--- config.mk ---
export PLATFORM = sky130hd
export DESIGN_NAME = sprite_cmd_tx
export DESIGN_NICKNAME = d
export VERILOG_FILES = /design/src/rtl/sprite_cmd_tx.sv
export SDC_FILE = /design/constraint.sdc
export NUM_CORES = 1
export LEC_CHECK = 0
export BUFFER_PORTS_ARGS = -buffer_cell sky130_fd_sc_hd__clkbuf_2
export CORE_UTILIZATION = 35
export DETAILED_ROUTE_END_ITERATION = 12
export SLEW_MARGIN = 10
export SYNTH_ARGS = -nofsm -noshare
export SYNTH_HDL_FRONTEND = slang
export SYNTH_SLANG_ARGS = --single-unit
export TNS_END_PERCENT = 50
--- constraint.sdc ---
create_clock -name clk -period 1.8 [get_ports clk]
set_input_delay 0 -clock clk [delete_from_list [all_inputs] [get_ports clk]]
set_output_delay 0 -clock clk [all_outputs]
set_load 0.02 [all_outputs]
--- src/rtl/sprite_cmd_tx.sv ---
// Serializes one sprite update request into write/command/data register-bus beats.
// Define SPRITE_CMD_SKIP_UNCHANGED_EN to send only fields that differ from the last value sent.
module sprite_cmd_tx (
  input  logic       clk,
  input  logic       reset_n,
  input  logic       req_valid,
  output logic       req_ready,
  input  logic       req_enable,
  input  logic [9:0] req_x1,
  input  logic [9:0] req_x2,
  input  logic [8:0] req_y1,
  input  logic [8:0] req_y2,
  input  logic [2:0] req_color,
  output logic       write,
  output logic [3:0] command,
  output logic [9:0] data,
  output logic       busy
);

  typedef struct packed {
    logic       enable;
    logic [9:0] x1;
    logic [9:0] x2;
    logic [8:0] y1;
    logic [8:0] y2;
    logic [2:0] color;
  } sprite_req_t;

  localparam logic [0:0] S_IDLE = 1'b0;
  localparam logic [0:0] S_EMIT = 1'b1;
  localparam int NF = 6;
  // Field index 0..5 maps to x1, y1, x2, y2, color, enable; enable last so visibility flips after geometry.
  localparam logic [NF-1:0][3:0] FIELD_CMD = {4'd1, 4'd6, 4'd5, 4'd4, 4'd3, 4'd2};

  logic [0:0]  state;
  logic [2:0]  idx;
  sprite_req_t hold, req_in, src;
  logic [NF-1:0][9:0] src_data;
  logic [NF-1:0] diff;
  logic [2:0]  start, nxt;
  logic        found, handshake, emit_beat;

  assign req_in    = '{enable: req_enable, x1: req_x1, x2: req_x2,
                       y1: req_y1, y2: req_y2, color: req_color};
  assign req_ready = (state == S_IDLE) && reset_n;
  assign busy      = (state == S_EMIT);
  assign handshake = req_valid && req_ready;

  // In IDLE the first beat comes straight from the inputs so it lands the cycle after the handshake.
  assign src   = (state == S_IDLE) ? req_in : hold;
  assign start = (state == S_IDLE) ? 3'd0 : idx + 3'd1;

  assign src_data[0] = src.x1;
  assign src_data[1] = {1'b0, src.y1};
  assign src_data[2] = src.x2;
  assign src_data[3] = {1'b0, src.y2};
  assign src_data[4] = {7'b0, src.color};
  assign src_data[5] = {9'b0, src.enable};

`ifdef SPRITE_CMD_SKIP_UNCHANGED_EN
  logic [NF-1:0][9:0] shadow;

  always_comb begin
    diff = '0;
    for (int i = 0; i < NF; i++) diff[i] = (src_data[i] != shadow[i]);
  end

  always_ff @(posedge clk) begin
    if (!reset_n) begin
      shadow[0] <= 10'd0;
      shadow[1] <= 10'd0;
      shadow[2] <= 10'd100;
      shadow[3] <= 10'd100;
      shadow[4] <= 10'd7;
      shadow[5] <= 10'd1;
    end else if (emit_beat) begin
      shadow[nxt] <= src_data[nxt];
    end
  end
`else
  assign diff = '1;
`endif

  always_comb begin
    found = 1'b0;
    nxt   = 3'd0;
    for (int i = 0; i < NF; i++) begin
      if (!found && i >= int'(start) && diff[i]) begin
        found = 1'b1;
        nxt   = 3'(i);
      end
    end
  end

  assign emit_beat = found && ((state == S_EMIT) || handshake);

  always_ff @(posedge clk) begin
    if (!reset_n) begin
      state   <= S_IDLE;
      idx     <= 3'd0;
      hold    <= '0;
      write   <= 1'b0;
      command <= 4'd0;
      data    <= 10'd0;
    end else begin
      write   <= 1'b0;
      command <= 4'd0;
      data    <= 10'd0;
      if (emit_beat) begin
        write   <= 1'b1;
        command <= FIELD_CMD[nxt];
        data    <= src_data[nxt];
        idx     <= nxt;
      end
      case (state)
        S_IDLE: if (handshake) begin
          hold  <= req_in;
          state <= S_EMIT;
          // Nothing to send: park on the last index so EMIT lasts exactly one cycle.
          if (!found) idx <= 3'd5;
        end
        default: if (!found) state <= S_IDLE;
      endcase
    end
  end

endmodule

==> metrics.md, run 1 <==
| Metric | Value |
|---|---|
| Commonest non-fill, non-tap cell in the layout | `nand2_1` |
| Max Cap Viol | `0` |
| Setup Viol. Count Final | `0` |
| Mux contribution to synthesized area | `about a tenth` |
| Slowest stage cell, crit path | `nand3_1` |
| Buffers on Ports | `60` |
| Rows | `30` |
| Clock root cell | `clkbuf_8` |
| Sequential fraction of the synthesis area | `roughly half` |
| Post-Syn Area per Cell | `8.59 sq um` |
| Vias/cell | `about 4.7` |
| Share of cells above drive strength 1 | `26.5%` |
| CP Launch Point | `idx[0]$_SDFF_PN0_` |
| Area occupied by multi-input gates | `~1200 sq um` |
| Pins Over Slew Limit | `0` |
| Vias in the first global route | `2231` |
| GR Overflow Total | `0` |
| Sequence of cells on the critical path | `ha_1 > xnor2_2 > nand3_1 > o221ai_1` |
| Post-detail-place hpwl | `around 3900 microns` |
| Final count of hold timing violations | `0` |
| Die ar. | `about 7400 sq um` |
| # H-tree levels | `3` |
| Num CTS Buffers | `9` |
| Critical Path AT | `~1.9 ns` |
| First-pass GRT wire length | `about 10000 microns` |
| Post-Syn Instances | `about 290` |
| Placed Cells | `between 400 and 500` |
| Leakage power | `1.59 nW` |
| FMAX | `between 600 and 700 MHz` |
| Register bit total from synthesis | `60` |
| Post-synthesis cell type count | `33` |
| CTS tree | `built` |
| Synth Area in Simple Gates | `between 20% and 30%` |
| Synth-to-Final Area Change | `39.1%` |
| Sequential cell area | `approximately 1200 sq um` |
| Core Util, Final | `about 51%` |
| Clock Latency Late Sink | `0.33 ns` |
| Chip Height | `between 80 and 90 microns` |
| Setup tns final | `0 ns` |
| CP peak stage delay | `0.35 ns` |
| Reg2Reg Depth | `4` |
| R2R Setup Slk | `about 0.15 ns` |
| Non-Filler Instances | `approximately 500` |
| Worst-path clk slew | `approximately 0.060 ns` |
| Core Region | `6790 sq um` |
| Fill count | `671` |
| Worst r2r dst | `data[2]$_SDFF_PN0_` |
| Nets | `approximately 430` |
| Most frequent cells in the layout | `nand2_1 (90), dfxtp_1 (60), clkbuf_2 (60)` |
| Routed WL per cell | `between 10 and 15 microns` |
| Status | `finished clean` |
| First-iteration detailed-routing DRC count | `about 120` |
| Post-Syn Area | `between 2000 and 2500 sq um` |
| Launch point of the worst reg-to-reg path | `idx[0]$_SDFF_PN0_` |
| Worst Setup EP | `data[2]$_SDFF_PN0_` |
| Clock Sinks | `60` |
| Initial antenna violation count | `0` |
| Critical path type | `flop to flop` |
| CP Launch Type | `flop` |
| DR pass1 iterations | `4` |
| Critical Path End Type | `flop` |
| Final period util | `roughly 90%` |
| Largest fanout on the critical path | `8` |
| Worst hold path class | `primary input to flop` |
| WP data required | `just over 2 ns` |
| Initial Utilization | `between 30 and 40%` |
| Longest Clk Path Bufs | `2` |
| Adder-Cell Fraction of Synth Area | `less than 1%` |
| Post-Synth XOR/XNOR Area | `about 1.3%` |
| Synth Warn # | `0` |
| Synthesized net count | `~330` |
| Period minus WS final | `1.65 ns` |
| Largest family of logic cells by synthesized area | `simple AND/OR/NAND/NOR gates` |
| DRT Wirelength | `roughly 6000 microns` |
| # IOs | `62` |
| Die Width | `around 86 microns` |
| Power per cell area | `between 800 and 900 nW/um^2` |
| Final ANT Viol Nets | `0` |
| Final Skew | `0.00520 ns` |
| Placer congestion estimate | `between 0.7 and 0.8` |
| DRC viols | `0` |
| RSZ-0062 raised after global routing | `no` |
| Worst IR drop on VDD | `around 0.0006 V` |
| ANT cells | `0` |
| GRT Resource Usage Total | `around 18%` |
| Largest net degree at the start of global routing | `45` |
| Vias | `2318` |
| Compound-Gate Fraction of Synth Area | `approximately a tenth` |
area by class of cell:
cell class | instances | area share [%]
tap | 96 | 3.49
sequential | 60 | 34.9
timing repair buffer | 112 | 23.1
inverter | 1 | 0.109
multi-input combinational | 204 | 33.7
clock buffer | 14 | 4.43
clock inverter | 2 | 0.291
synth_stat cells:
cell,n,area [sq um]
o311ai_0,1,8.76
a22oi_1,1,7.51
xor2_2,1,16.3
or2_2,1,6.26
nor2b_1,5,31.3
a32oi_1,1,8.76
nand3b_1,3,22.5
ha_1,1,12.5
or4b_1,1,10.0
clkbuf_1,10,37.5
inv_1,1,3.75
or3_1,2,12.5
dfxtp_1,60,1200
nand4_1,2,12.5
o221a_2,2,22.5
o21ai_0,11,55.1
mux2_2,17,191
o211ai_1,1,7.51
buf_2,10,50.1
buf_4,3,22.5
o22ai_1,8,50.1
mux2i_1,4,40.0
or4_1,1,7.51
xnor2_2,1,16.3
a21oi_1,1,5.00
o221ai_1,2,17.5
a211oi_1,1,7.51
nand2_1,90,338
conb_1,1,3.75
nand3_1,37,185
o211a_1,1,10.0
a21boi_0,6,45.0
and3b_1,1,8.76
metal layers:
layer / global-route usage, % / share of wire (%) / up-vias
li1: - / - / 1183
met1: 21.9 / 48 / 1070
met2: 28.7 / 46 / 63
met3: 5.97 / 5.4 / 2
met4: 5.91 / 0.20 / 0
met5: 0 / 0 / -
worst min path at each step:
stage	startpoint	end	cells past startpoint
5_1_grt	req_valid	idx[1]$_SDFF_PN0_	3
3_3_place_gp	req_y2[6]	hold[9]$_SDFFE_PN0P_	3
6_report	req_valid	busy$_SDFF_PN0_	2
3_5_place_dp	req_y1[3]	hold[15]$_SDFFE_PN0P_	3
4_1_cts	req_valid	busy$_SDFF_PN0_	2
2_1_floorplan	req_color[0]	hold[0]$_SDFFE_PN0P_	2
registers in the layout (all words and copies together), names as in the netlist:
name and cells:
hold 42, idx 3, data 10, write 1
busy 1, command 3
metrics by stage:
step | hold slack, ns | total power, W | instance area (sq um) | setup WS (ns)
after floorplan | 0.0989 | 0.00180 | 2470 | 0.354
final | 0.0726 | 0.00300 | 3440 | 0.152
after global routing | 0.0566 | 0.00318 | 3440 | 0.0332
after detailed placement | 0.185 | 0.00197 | 2860 | 0.156
after CTS | 0.0444 | 0.00304 | 3440 | 0.135
after global placement | 0.188 | 0.00196 | 2860 | 0.208
worst max-delay path, delay by kind of cell (launching register included):
kind / cells / cell delay [ns]
AOI/OAI and AO/OA: 1 / 0.28
xor gates and xnor gates: 1 / 0.34
adders and majority gates: 1 / 0.28
DFF: 1 / 0.31
and+or+nand+nor: 1 / 0.35
repair_timing:
item | 4_1_cts | 5_1_grt
buffers inserted | 0 | 0
hold endpoints to repair | 51 | 0
gates resized for setup | 0 | 0
hold buffers | 42 | 0
cells by family after synthesis:
| kind of cell | count (synthesis) |
|---|---|
| simple gates | 143 |
| flops | 60 |
| compound gates | 36 |
| buf+inv | 24 |
| mux | 21 |
| xor+xnor | 2 |
| fa+ha+maj | 1 |
| other cells | 1 |
where the power goes:
part | switching [W] | total (W) | leakage (nW) | internal, W
Combinational | 0.000278 | 0.000540 | 1.01 | 0.000262
Sequential | 0.0000443 | 0.00147 | 0.494 | 0.00142
Clock | 0.000462 | 0.000996 | 0.0844 | 0.000534
Note: power is estimated with default switching activity, not from simulation.
==> run 2, diff against run 1 <==
--- a/config.mk
+++ b/config.mk
@@ -6,8 +6,11 @@
 export NUM_CORES = 1
 export LEC_CHECK = 0
 export BUFFER_PORTS_ARGS = -buffer_cell sky130_fd_sc_hd__clkbuf_2
+export CELL_PAD_IN_SITES_DETAIL_PLACEMENT = 0
+export CELL_PAD_IN_SITES_GLOBAL_PLACEMENT = 1
 export CORE_UTILIZATION = 35
 export DETAILED_ROUTE_END_ITERATION = 12
+export PLACE_DENSITY_LB_ADDON = 0.1
 export SLEW_MARGIN = 10
 export SYNTH_ARGS = -nofsm -noshare
 export SYNTH_HDL_FRONTEND = slang
==> run 2 against run 1 <==
  * Count of clock-buffer cells in the layout did not move
  * Final cell count fell by 0.20%
  * Highest routed layer unchanged
  * Wire length rose by 9.4%
  * Critical endpoint unchanged
  * Utilization rose by 0.074 points
  * Non-clock buffer count fell by 1
  * First-iteration DRC count fell by 39%
==> metrics.md, run 2 (synthesized netlist as in run 1, its figures left out) <==
| Metric | Value |
|---|---|
| Clock root cell | `clkbuf_8 (unchanged)` |
| Cts repair resizes | `0 (unchanged)` |
| Power per cell area | `883 nW/um^2 (was 872 nW/um^2)` |
| Setup Viol. Count Final | `0 (unchanged)` |
| # H-tree levels | `3 (unchanged)` |
| Final period util | `93.5% (was 91.5%)` |
| Initial antenna violation count | `0 (unchanged)` |
| Status | `finished clean (unchanged)` |
| CTS tree | `built (unchanged)` |
| Rows | `30 (unchanged)` |
| First-pass GRT wire length | `10600 microns (was 10000 microns)` |
| Post-detail-place hpwl | `4110 microns (was 3850 microns)` |
| Sequence of cells on the critical path | `ha_1 > xnor2_2 > nand3_1 > o221ai_1 (unchanged)` |
| Metal-1 WL | `3090 microns (was 2860 microns)` |
| Met2 Wirelength | `3020 microns (was 2750 microns)` |
| Largest Register | `hold (unchanged)` |
| Buffers on Ports | `60 (unchanged)` |
| Max Cap Viol | `0 (unchanged)` |
| Vias | `2308 (was 2318)` |
| Clock Sinks | `60 (unchanged)` |
| Worst IR drop on VDD | `0.000449 V (was 0.000588 V)` |
| ANT cells | `0 (unchanged)` |
| DR pass1 iterations | `6 (was 4)` |
| Power Total | `0.00304 W (was 0.00300 W)` |
| GRT Resource Usage Total | `19.0% (was 17.7%)` |
| Vias/cell | `4.73 (was 4.74)` |
| Slowest stage cell, crit path | `xnor2_2 (was nand3_1)` |
| Pins Over Slew Limit | `0 (unchanged)` |
| # IOs | `62 (unchanged)` |
| Final ANT Viol Nets | `0 (unchanged)` |
| Nets | `433 (was 434)` |
| CP peak stage delay | `0.36 ns (was 0.35 ns)` |
| Core Region | `6790 sq um (unchanged)` |
| Max reg flops | `42 (unchanged)` |
| Synth-to-Final Area Change | `39.3% (was 39.1%)` |
| Die ar. | `7410 sq um (unchanged)` |
| Longest Clk Path Bufs | `2 (unchanged)` |
| Share of cells above drive strength 1 | `26.3% (was 26.5%)` |
| Core Util, Final | `50.8% (was 50.7%)` |
| Clock Latency Late Sink | `0.33 ns (about the same)` |
| Critical path type | `flop to flop (unchanged)` |
| RSZ-0062 raised after global routing | `no (unchanged)` |
| FMAX | `594 MHz (was 607 MHz)` |
| First-iteration detailed-routing DRC count | `73 (was 119)` |
| GR Overflow Total | `0 (unchanged)` |
| Worst-path clk slew | `0.06 ns (about the same)` |
| Critical Path End Type | `flop (unchanged)` |
| Final count of hold timing violations | `0 (unchanged)` |
| Biggest registers after layout | `hold x42, data x10 (unchanged)` |
| Non-Filler Instances | `488 (was 489)` |
| Vias in the first global route | `2194 (was 2231)` |
| Setup tns final | `0 ns (unchanged)` |
| Placer congestion estimate | `0.705 (was 0.776)` |
| CP Launch Type | `flop (unchanged)` |
| Initial Utilization | `36.4% (unchanged)` |
| WP data required | `2.05 ns (about the same)` |
| Placed Cells | `430 (was 431)` |
| Routed WL per cell | `13.3 microns (was 12.2 microns)` |
| Largest fanout on the critical path | `8 (unchanged)` |
| Die Width | `86.1 microns (unchanged)` |
| Leakage power | `1.59 nW (about the same)` |
| DRT Wirelength | `6500 microns (was 5940 microns)` |
| Period minus WS final | `1.68 ns (was 1.65 ns)` |
| Worst hold path class | `primary input to flop (unchanged)` |
| Chip Height | `86.1 microns (unchanged)` |
| Reg2Reg Depth | `4 (unchanged)` |
| Largest net degree at the start of global routing | `42 (was 45)` |
| Final Skew | `0.00375 ns (was 0.00520 ns)` |
| Most frequent cells in the layout | `nand2_1 (90), dfxtp_1 (60), clkbuf_2 (60) (unchanged)` |
| Commonest non-fill, non-tap cell in the layout | `nand2_1 (unchanged)` |
| DRC viols | `0 (unchanged)` |
| Metal3 WL | `275 microns (was 321 microns)` |
| Hold path cells | `2 (unchanged)` |
| Num CTS Buffers | `9 (unchanged)` |
| Highest metal used | `met4 (unchanged)` |
| Critical Path AT | `1.94 ns (was 1.90 ns)` |
## run 2: cell count changes in the layout (fill, tap and decap cells not counted)
cell	previous run	this run
buf_12	0	1
buf_4	10	8
## run 2: layer usage
layer  up-vias  global-route usage [%]
met1      1067                    23.8
met2        52                    31.9
li1       1177                       -
met5         -                       0
met4         0                    8.18
met3        12                    3.46
## run 2: worst paths after layout
kind | startpoint | end | slack (ns)
worst min register to register | hold[5]$_SDFFE_PN0P_ | hold[5]$_SDFFE_PN0P_ | 0.45
worst max-delay path | idx[0]$_SDFF_PN0_ | data[2]$_SDFF_PN0_ | 0.12
worst min-delay path | req_valid | busy$_SDFF_PN0_ | 0.06
worst max register to register | idx[0]$_SDFF_PN0_ | data[2]$_SDFF_PN0_ | 0.12
## run 2: final cells by class
cell class | instances | area (sq um)
Fill cell | 674 | 3350
Sequential cell | 60 | 1200
Multi-Input combinational cell | 204 | 1160
Timing Repair Buffer | 111 | 801
Clock buffer | 14 | 153
Tap cell | 96 | 120
Clock inverter | 2 | 10.0
Inverter | 1 | 3.75
## run 2: timing repair
| action | CTS | global route |
|---|---|---|
| endpoints found under the hold margin | 51 | 0 |
| buffers inserted | 0 | 0 |
| hold buffers | 42 | 0 |
## run 2: worst max-delay path, delay by kind of cell (launching register included)
kind            cells  cell delay (ns)
compound gates      1             0.29
simple gates        1             0.36
fa+ha+maj           1             0.28
xor+xnor            1             0.36
flops               1             0.31
## run 2: report_power, final
part / total, W / switching (W) / leakage (nW) / internal, W
Sequential: 0.00147 / 0.0000435 / 0.494 / 0.00142
Clock: 0.00103 / 0.000496 / 0.0844 / 0.000535
Combinational: 0.000547 / 0.000288 / 1.01 / 0.000259
Total: 0.00304 / 0.000827 / 1.59 / 0.00222
## run 2: stage by stage
step | hold WS, ns | cell area [sq um] | worst slack [ns]
6_report | 0.0602 | 3450 | 0.116
5_1_grt | 0.0793 | 3450 | 0.0286
4_1_cts | 0.0484 | 3450 | 0.111
3_5_place_dp | 0.189 | 2870 | 0.155
3_3_place_gp | 0.182 | 2870 | 0.225
2_1_floorplan | 0.0989 | 2470 | 0.354
